**config.mk**
```make
export PLATFORM = sky130hd
export DESIGN_NAME = booth_mult_controller
export DESIGN_NICKNAME = d
export VERILOG_FILES = /design/src/rtl/booth_mult_controller.sv
export SDC_FILE = /design/constraint.sdc
export NUM_CORES = 1
export LEC_CHECK = 0
export ABC_CLOCK_PERIOD_IN_PS = 2500
export BUFFER_PORTS_ARGS = -buffer_cell sky130_fd_sc_hd__buf_4
export CAP_MARGIN = 10
export CELL_PAD_IN_SITES_DETAIL_PLACEMENT = 0
export CELL_PAD_IN_SITES_GLOBAL_PLACEMENT = 1
export CORE_AREA = 10 10 120 122
export DETAILED_ROUTE_END_ITERATION = 10
export DIE_AREA = 0 0 130 132
export GPL_ROUTABILITY_DRIVEN = 0
export HOLD_SLACK_MARGIN = 0.15
export PLACE_DENSITY_LB_ADDON = 0.12
export SLEW_MARGIN = 15
export SYNTH_ARGS = -nofsm -noshare
export SYNTH_HDL_FRONTEND = slang
export SYNTH_SLANG_ARGS = --single-unit
```
**constraint.sdc**
```tcl
create_clock -name clk -period 2.5 [get_ports clk]
set_input_delay 0.25 -clock clk [delete_from_list [all_inputs] [get_ports clk]]
set_output_delay 0.25 -clock clk [all_outputs]
set_load 0.03 [all_outputs]
```
**src/rtl/booth_mult_controller.sv**
```systemverilog
// Sequencing controller for a radix-2 Booth sequential multiplier datapath.
// Holds operands, steers datapath controls, captures the product, watchdogs the run.
//
// state  | meaning
// IDLE   | datapath held clear, operands accepted on src handshake
// LOAD   | datapath loads Q=multiplier, A=0, M=multiplicand (one cycle)
// CALC   | one Booth add/sub + shift per cycle until count-complete or watchdog
// DONE   | result presented downstream, waiting for dest_ready
module booth_mult_controller #(
  parameter int WIDTH   = 16,
  parameter int TIMEOUT = 40
) (
  input  logic               clk,
  input  logic               rst,
  input  logic               src_valid,
  output logic               src_ready,
  input  logic [WIDTH-1:0]   multiplicand_i,
  input  logic [WIDTH-1:0]   multiplier_i,
  output logic               dest_valid,
  input  logic               dest_ready,
  output logic [2*WIDTH-1:0] product_o,
  output logic               err_o,
  output logic               busy_o,
  input  logic               abort,
  output logic [WIDTH-1:0]   dp_multiplicand,
  output logic [WIDTH-1:0]   dp_multiplier,
  input  logic [2*WIDTH-1:0] dp_product,
  input  logic [1:0]         dp_in,
  input  logic               dp_count_comp,
  output logic               dp_clear,
  output logic               dp_qr_sel,
  output logic [1:0]         dp_data_sel
);

  localparam int WDW = $clog2(TIMEOUT + 1);

  typedef enum logic [1:0] {
    S_IDLE = 2'd0,
    S_LOAD = 2'd1,
    S_CALC = 2'd2,
    S_DONE = 2'd3
  } state_t;

  state_t               r_state;
  state_t               w_state_nxt;
  logic                 r_rdy_en;
  logic [WDW-1:0]       r_wdog;
  logic [WIDTH-1:0]     r_mcand;
  logic [WIDTH-1:0]     r_mplier;
  logic [2*WIDTH-1:0]   r_product;
  logic                 r_err;
  logic                 w_accept;
  logic                 w_wdog_fire;

  // r_rdy_en keeps src_ready low until the first clock after reset release
  assign w_accept    = (r_state == S_IDLE) && r_rdy_en && src_valid && !abort;
  assign w_wdog_fire = (r_wdog == WDW'(TIMEOUT - 1));

  assign dp_multiplicand = r_mcand;
  assign dp_multiplier   = r_mplier;
  assign product_o       = r_product;
  assign err_o           = r_err;

  always_ff @(posedge clk or negedge rst) begin
    if (!rst) begin
      r_state <= S_IDLE;
    end else begin
      r_state <= w_state_nxt;
    end
  end

  always_comb begin
    w_state_nxt = r_state;
    src_ready   = 1'b0;
    dest_valid  = 1'b0;
    busy_o      = 1'b0;
    dp_clear    = 1'b1;
    dp_qr_sel   = 1'b0;
    dp_data_sel = 2'b00;
    case (r_state)
      S_IDLE: begin
        src_ready = r_rdy_en;
        if (w_accept) w_state_nxt = S_LOAD;
      end
      S_LOAD: begin
        busy_o      = 1'b1;
        dp_clear    = 1'b0;
        w_state_nxt = S_CALC;
      end
      S_CALC: begin
        busy_o    = 1'b1;
        dp_clear  = 1'b0;
        dp_qr_sel = 1'b1;
        case (dp_in)
          2'b01:   dp_data_sel = 2'b01;
          2'b10:   dp_data_sel = 2'b10;
          default: dp_data_sel = 2'b00;
        endcase
        if (dp_count_comp || w_wdog_fire) w_state_nxt = S_DONE;
      end
      S_DONE: begin
        dest_valid = 1'b1;
        if (dest_ready) w_state_nxt = S_IDLE;
      end
      default: w_state_nxt = S_IDLE;
    endcase
    if (abort) w_state_nxt = S_IDLE;
  end

  always_ff @(posedge clk or negedge rst) begin
    if (!rst) begin
      r_rdy_en  <= 1'b0;
      r_wdog    <= '0;
      r_mcand   <= '0;
      r_mplier  <= '0;
      r_product <= '0;
      r_err     <= 1'b0;
    end else begin
      r_rdy_en <= 1'b1;
      if (w_accept) begin
        r_mcand  <= multiplicand_i;
        r_mplier <= multiplier_i;
      end
      if (r_state == S_LOAD) begin
        r_wdog <= '0;
      end else if (r_state == S_CALC) begin
        r_wdog <= r_wdog + 1'b1;
      end
      // count-complete wins over the watchdog when both land in one cycle
      if (abort) begin
        r_err <= 1'b0;
      end else if (r_state == S_CALC) begin
        if (dp_count_comp) begin
          r_product <= dp_product;
          r_err     <= 1'b0;
        end else if (w_wdog_fire) begin
          r_product <= '0;
          r_err     <= 1'b1;
        end
      end
    end
  end

endmodule

```
==> impl_metrics.toml, run 1 <==
[die]
fp.dieW_um = 130
start_util_pct = 24.8
dieArea_um2 = 17200
row_count = 40
coreArea_um2 = 11900
ioPinCount = 144
die_h_um = 132

[sta]
fin_tns_setup_ns = 0
fin_hold_ws_ns = 0.343
slew_headroom_pct = 35.5
hold_viol_final = 0
period_share_pct = 78.3
period_needed_ns = 1.96
setup_viol = 0
worst_slew_pin_slew_ns = 0.968
grt_setup_unrepaired = "no"
fin_skew_ns = 0.00471
setup_slack_ns = 0.542
slew_viol_final = 0
timing.fmax_mhz = 511

[worst_setup_path]
required_ns = 2.70
path_class = "register to register"
rrSetupSlack_ns = 0.54
r2r_end = "dp_multiplicand[10]"
r2r_start = "r_state[0]"
cpLargestDelayFamily = "multiplexers"
start_kind = "register"
critPathMaxStageDelay_ns = 0.53
critPathCaptureType = "register"
crit_chain = "inv_1 > ha_1 > nand4b_4 > mux2_1"
critPathLaunch = "r_state[0]"
r2r_cells = 4
critical_path.slowest_cell = "mux2_1"
path_buf_inv = 1
path_max_fanout = 32
arrival_ns = 2.16

[final_layout]
final_common_cell = "buf_4"
area.growth.synth_to_final_pct = 74.8
fillers = 1109
stdcell_count = 564
mostFrequentLayoutCells = "buf_4 (144), dfrtp_1 (74), dlygate4sd3_1 (68), a22o_1 (32), mux2_1 (30)"
diodes = 0
fin_nets = 490
drive_above_1_share_pct = 40.5

[cts]
htreeDepth = 3
cts.sinks = 74
path_clk_slew_ns = 0.06
clockBufferDepth = 2
cts_hold_buf = 68
clock_latency_ns = 0.33
cts_tree = "done"
postCtsSetupRepairBufs = 0
cts_buffers = 9
clock-root-buffer = "clkbuf_16"
cts_resized = 0

[min_path]
min_path_cells = 4
hold_end = "r_state[0]"
worstHoldPathType = "input port to register"
hp-start = "dest_ready"

[global_route]
grt_antenna_before_repair = 0
grt_first_pass_wirelength_mm = 14.7
grt_pass1_vias = 2709
grtUsageTotal_pct = 11.0
grt_overflow = 0
grt_max_degree = 75

[synthesis]
yosysWarnings = 0
syn_nets = 278
syn_avg_cell_area_um2 = 14.8
ys_seq_area_share_pct = 62.6
yosysUniqueCellTypes = 35
syn-cell-area_um2 = 2960
synth_seq_cells = 74
synthCells = 200

[run_status]
status = "finished clean"

[flow_run]
timing.max_cap.violations = 0

[placed_design]
dp_hpwl_mm = 6.34
pre_cts_ws_ns = 0.527
port-buffer-count = 143
dp.cells = 480

[route]
wl_per_cell_um = 16.5
drcViolationCount = 0
wirelength_mm = 9.28
vias = 2437
drtIter0Drc = 102
viasPerCell = 4.32
ant_nets = 0
drt_first_pass_iters = 4

[power_and_ir_drop]
peakVddDrop_v = 0.000600
powerDensity_nw_per_um2 = 1260
leakagePower_nw = 2.53
## kinds of logic (layout without fill, tap and decap cells)
kind of cell,Yosys count,in the layout,synth area share [%]
adder cells (fa/ha/maj),6,6,2.54
buffers and inverters,15,232,3.47
AND/OR/NAND/NOR,23,23,5.25
XOR/XNOR,2,2,0.593
flip-flops,74,74,62.6
AO/OA/AOI/OAI,44,44,12.1
other,1,1,0.127
multiplexers,35,35,13.3
## tightest hold or removal path, delay by kind of cell
family / cells / cell delay, ns
and+or+nand+nor: 1 / 0.04
AOI/OAI and AO/OA: 2 / 0.26
buffers and inverters: 1 / 0.08
## cell type report
type / instances / area, um2 / area share, %
timing repair buffer: 212 / 1760 / 34.1
clock inverter: 5 / 100 / 1.94
tap: 147 / 184 / 3.56
clock buffer: 11 / 253 / 4.89
inverter: 4 / 15.0 / 0.291
sequential: 74 / 1850 / 35.8
multi-input combinational: 111 / 1000 / 19.4
## registers in the layout, summed over array words and instances (netlist names)
| register | cells |
|---|---|
| r_rdy_en | 1 |
| r_wdog | 6 |
| r_state | 2 |
| err_o | 1 |
| dp_multiplicand | 16 |
| product_o | 32 |
| dp_multiplier | 16 |
## power by group
group	switching [W]	internal, W
sequential	0.000286	0.00172
combinational	0.00175	0.00124
clock	0.000492	0.00103
## metrics by stage
stage	util, %	cell area, um2	power (W)
5_1_grt	43.4	5170	0.00688
6_report	43.4	5170	0.00651
4_1_cts	43.4	5170	0.00662
3_3_place_gp	34.7	4130	0.00495
3_5_place_dp	34.7	4130	0.00497
2_1_floorplan	-	2960	0.00378
## how the worst max path moves through the flow
| stage | endpoint | cells after the start | slack, ns |
|---|---|---|---|
| floorplan | r_wdog[4] | 7 | 0.76 |
| global placement | dp_multiplicand[13] | 4 | 0.56 |
| detailed placement | dp_multiplicand[12] | 4 | 0.53 |
| CTS | dp_multiplicand[9] | 4 | 0.52 |
| global route | dp_multiplicand[10] | 4 | 0.36 |
| finish | dp_multiplicand[10] | 4 | 0.54 |
## synthesized netlist by cell type (all sizes together)
cell / n / area share (%)
nand2b: 3 / 0.63
nand4: 1 / 0.21
mux2i: 1 / 0.34
xor2: 1 / 0.30
a22o: 32 / 9.5
inv: 4 / 0.51
conb: 1 / 0.13
nor3: 1 / 0.17
xnor2: 1 / 0.30
nand2: 4 / 0.51
ha: 6 / 2.5
nand3: 1 / 0.17
mux2: 34 / 13
dfrtp: 74 / 63
nand4b: 2 / 1.1
and3b: 1 / 0.30
nand3b: 1 / 0.25
nor2b: 2 / 0.68
and2: 2 / 0.51
nor2: 5 / 0.72
o21ai: 3 / 0.63
a21oi: 5 / 0.85
a211oi: 1 / 0.25
o2bb2ai: 2 / 0.59
a221oi: 1 / 0.30
buf: 11 / 3.0
## routing by layer
layer	global-route usage (%)	wire length (um)	up-vias
li1	-	-	1148
met1	12.5	3900	1198
met2	18.4	4610	79
met3	3.58	623	12
met4	4.69	148	0
met5	0	0	-
(Power assumes the default switching activity.)
==> run 2: changes to the inputs <==
--- a/config.mk
+++ b/config.mk
@@ -5,7 +5,7 @@
 export SDC_FILE = /design/constraint.sdc
 export NUM_CORES = 1
 export LEC_CHECK = 0
-export ABC_CLOCK_PERIOD_IN_PS = 2500
+export ABC_CLOCK_PERIOD_IN_PS = 1930
 export BUFFER_PORTS_ARGS = -buffer_cell sky130_fd_sc_hd__buf_4
 export CAP_MARGIN = 10
 export CELL_PAD_IN_SITES_DETAIL_PLACEMENT = 0
==> constraint.sdc (replaced) <==
create_clock -name clk -period 1.93 [get_ports clk]
set_input_delay 0.193 -clock clk [delete_from_list [all_inputs] [get_ports clk]]
set_output_delay 0.193 -clock clk [all_outputs]
set_load 0.03 [all_outputs]
==> run 2 against run 1 <==
  * Cell count grew 0.89%
  * Non-clock buffer count grew 5
  * Via count is the same
  * Die area is the same
  * Sequential power grew 31%
  * Wire length is essentially flat
  * Hold slack lost 0.043 ns
  * Design area grew 0.36%
  * Combinational power grew 31%
  * Clock power grew 5%
  * Critical path depth is the same
  * Critical path type is now register to primary output
  * Largest cell class unchanged
  * Largest power group unchanged
==> impl_metrics.toml, run 2 (synthesis gave the netlist of run 1 again) <==
[final_layout]
multiInputGateArea_um2 = 1020
stdcell_count = 569
largest_reg_flops = 32
fillers = 1137
fin_nets = 495
diodes = 0
area.growth.synth_to_final_pct = 75.4
final_common_cell = "buf_4"
mostFrequentLayoutCells = "buf_4 (147), dfrtp_1 (73), dlygate4sd3_1 (68), a22o_1 (32), mux2_1 (30)"
ff_latch_area_um2 = 1850
drive_above_1_share_pct = 41.7

[sta]
slew_viol_final = 0
fin_tns_setup_ns = 0
setup_viol = 0
period_share_pct = 93.6
period_needed_ns = 1.81
fin_skew_ns = 0.00494
hold_viol_final = 0
grt_setup_unrepaired = "no"
timing.fmax_mhz = 554
setup_slack_ns = 0.124

[route]
drt_first_pass_iters = 4
wirelength_mm = 9.28
drcViolationCount = 0
drtIter0Drc = 123
wl_per_cell_um = 16.3
viasPerCell = 4.28
ant_nets = 0
vias = 2437

[die]
ioPinCount = 144
coreArea_um2 = 11900
fp.dieW_um = 130
row_count = 40
die_h_um = 132
dieArea_um2 = 17200
start_util_pct = 24.8

[global_route]
grt_antenna_before_repair = 0
grtUsageTotal_pct = 11.0
grt_max_degree = 44
grt_overflow = 0
grt_pass1_vias = 2731
grt_first_pass_wirelength_mm = 14.9

[worst_setup_path]
critical_path.slowest_cell = "ha_1"
cpLargestDelayFamily = "buffers and inverters"
arrival_ns = 1.61
crit_path_frequent_cell = "inv_1"
path_depth = 4
r2r_start = "r_wdog[1]"
r2r_end = "err_o"
path_buf_inv = 3
r2r_cells = 6
crit_chain = "inv_1 > ha_1 > inv_1 > buf_4"
required_ns = 1.74
path_class = "register to primary output"
critPathMaxStageDelay_ns = 0.45
rrSetupSlack_ns = 0.15
start_kind = "register"
critPathCaptureType = "primary output"
path_max_fanout = 7

[cts]
htreeDepth = 3
cts.sinks = 74
cts_buffers = 9
clock_latency_ns = 0.33
clockBufferDepth = 2
clock-root-buffer = "clkbuf_16"
path_clk_slew_ns = 0.06
cts_tree = "done"

[placed_design]
port-buffer-count = 143
dp_hpwl_mm = 6.66
dp.cells = 483
pre_cts_ws_ns = 0.179

[run_status]
status = "finished clean"

[flow_run]
timing.max_cap.violations = 0

[min_path]
hp-start = "dest_ready"
worstHoldPathType = "input port to register"
min_path_cells = 4
hold_end = "r_state[0]"

[power_and_ir_drop]
leakagePower_nw = 2.53
peakVddDrop_v = 0.000486
powerDensity_nw_per_um2 = 1570
==> run 2: how the worst max path moves through the flow <==
| stage | startpoint | end | slack [ns] |
|---|---|---|---|
| finish | r_state[1] | dp_clear | 0.12 |
| global route | r_wdog[1] | err_o | 0.02 |
| CTS | r_wdog[0] | err_o | 0.07 |
| detailed placement | r_state[0] | product_o[17] | 0.18 |
| global placement | r_state[0] | product_o[12] | 0.26 |
| floorplan | r_state[1] | r_wdog[4] | 0.19 |
==> run 2: worst reg2reg max path, delay by kind of cell, from the launching register on <==
family	cells	cell delay, ns
flops	1	0.41
simple gates	2	0.33
fa+ha+maj	1	0.17
buf+inv	1	0.56
compound gates	2	0.24
==> run 2: layout make-up <==
type	instances	share of cell area, %
clock buffers	11	4.87
clock inverters	5	0.724
inverters	4	0.290
multi-input cells	111	19.7
flip-flops and latches	74	35.7
well taps	147	3.55
repair buffers	217	35.2
==> run 2: per-stage QoR <==
| stage | utilization [%] | instance area [um2] | power, W | hold slack, ns |
|---|---|---|---|---|
| final | 43.5 | 5190 | 0.00814 | 0.300 |
| after global routing | 43.5 | 5190 | 0.00865 | 0.351 |
| after CTS | 43.3 | 5150 | 0.00826 | 0.289 |
| after detailed placement | 35.1 | 4180 | 0.00651 | 0.168 |
| after global placement | 35.1 | 4180 | 0.00646 | 0.166 |
| after floorplan | - | 2960 | 0.00490 | -0.103 |
==> run 2: routing by layer <==
metal | wire [um] | global-route usage (%) | up-vias
met1 | 3920 | 13.1 | 1179
met4 | 193 | 4.44 | 0
met5 | 0 | 0 | -
met2 | 4490 | 17.7 | 78
li1 | - | - | 1166
met3 | 678 | 3.86 | 14
==> run 2: what timing repair did <==
item | 4_1_cts | 5_1_grt
gates resized for setup | 0 | 4
hold buffers | 68 | 0
endpoints found under the setup margin | 0 | 1
buffers inserted | 0 | 2
endpoints found under the hold margin | 97 | 0
==> run 2: power breakdown <==
part | total (W) | switching [W] | internal, W
registers | 0.00262 | 0.000390 | 0.00223
logic | 0.00392 | 0.00228 | 0.00164
clock network | 0.00160 | 0.000652 | 0.000945
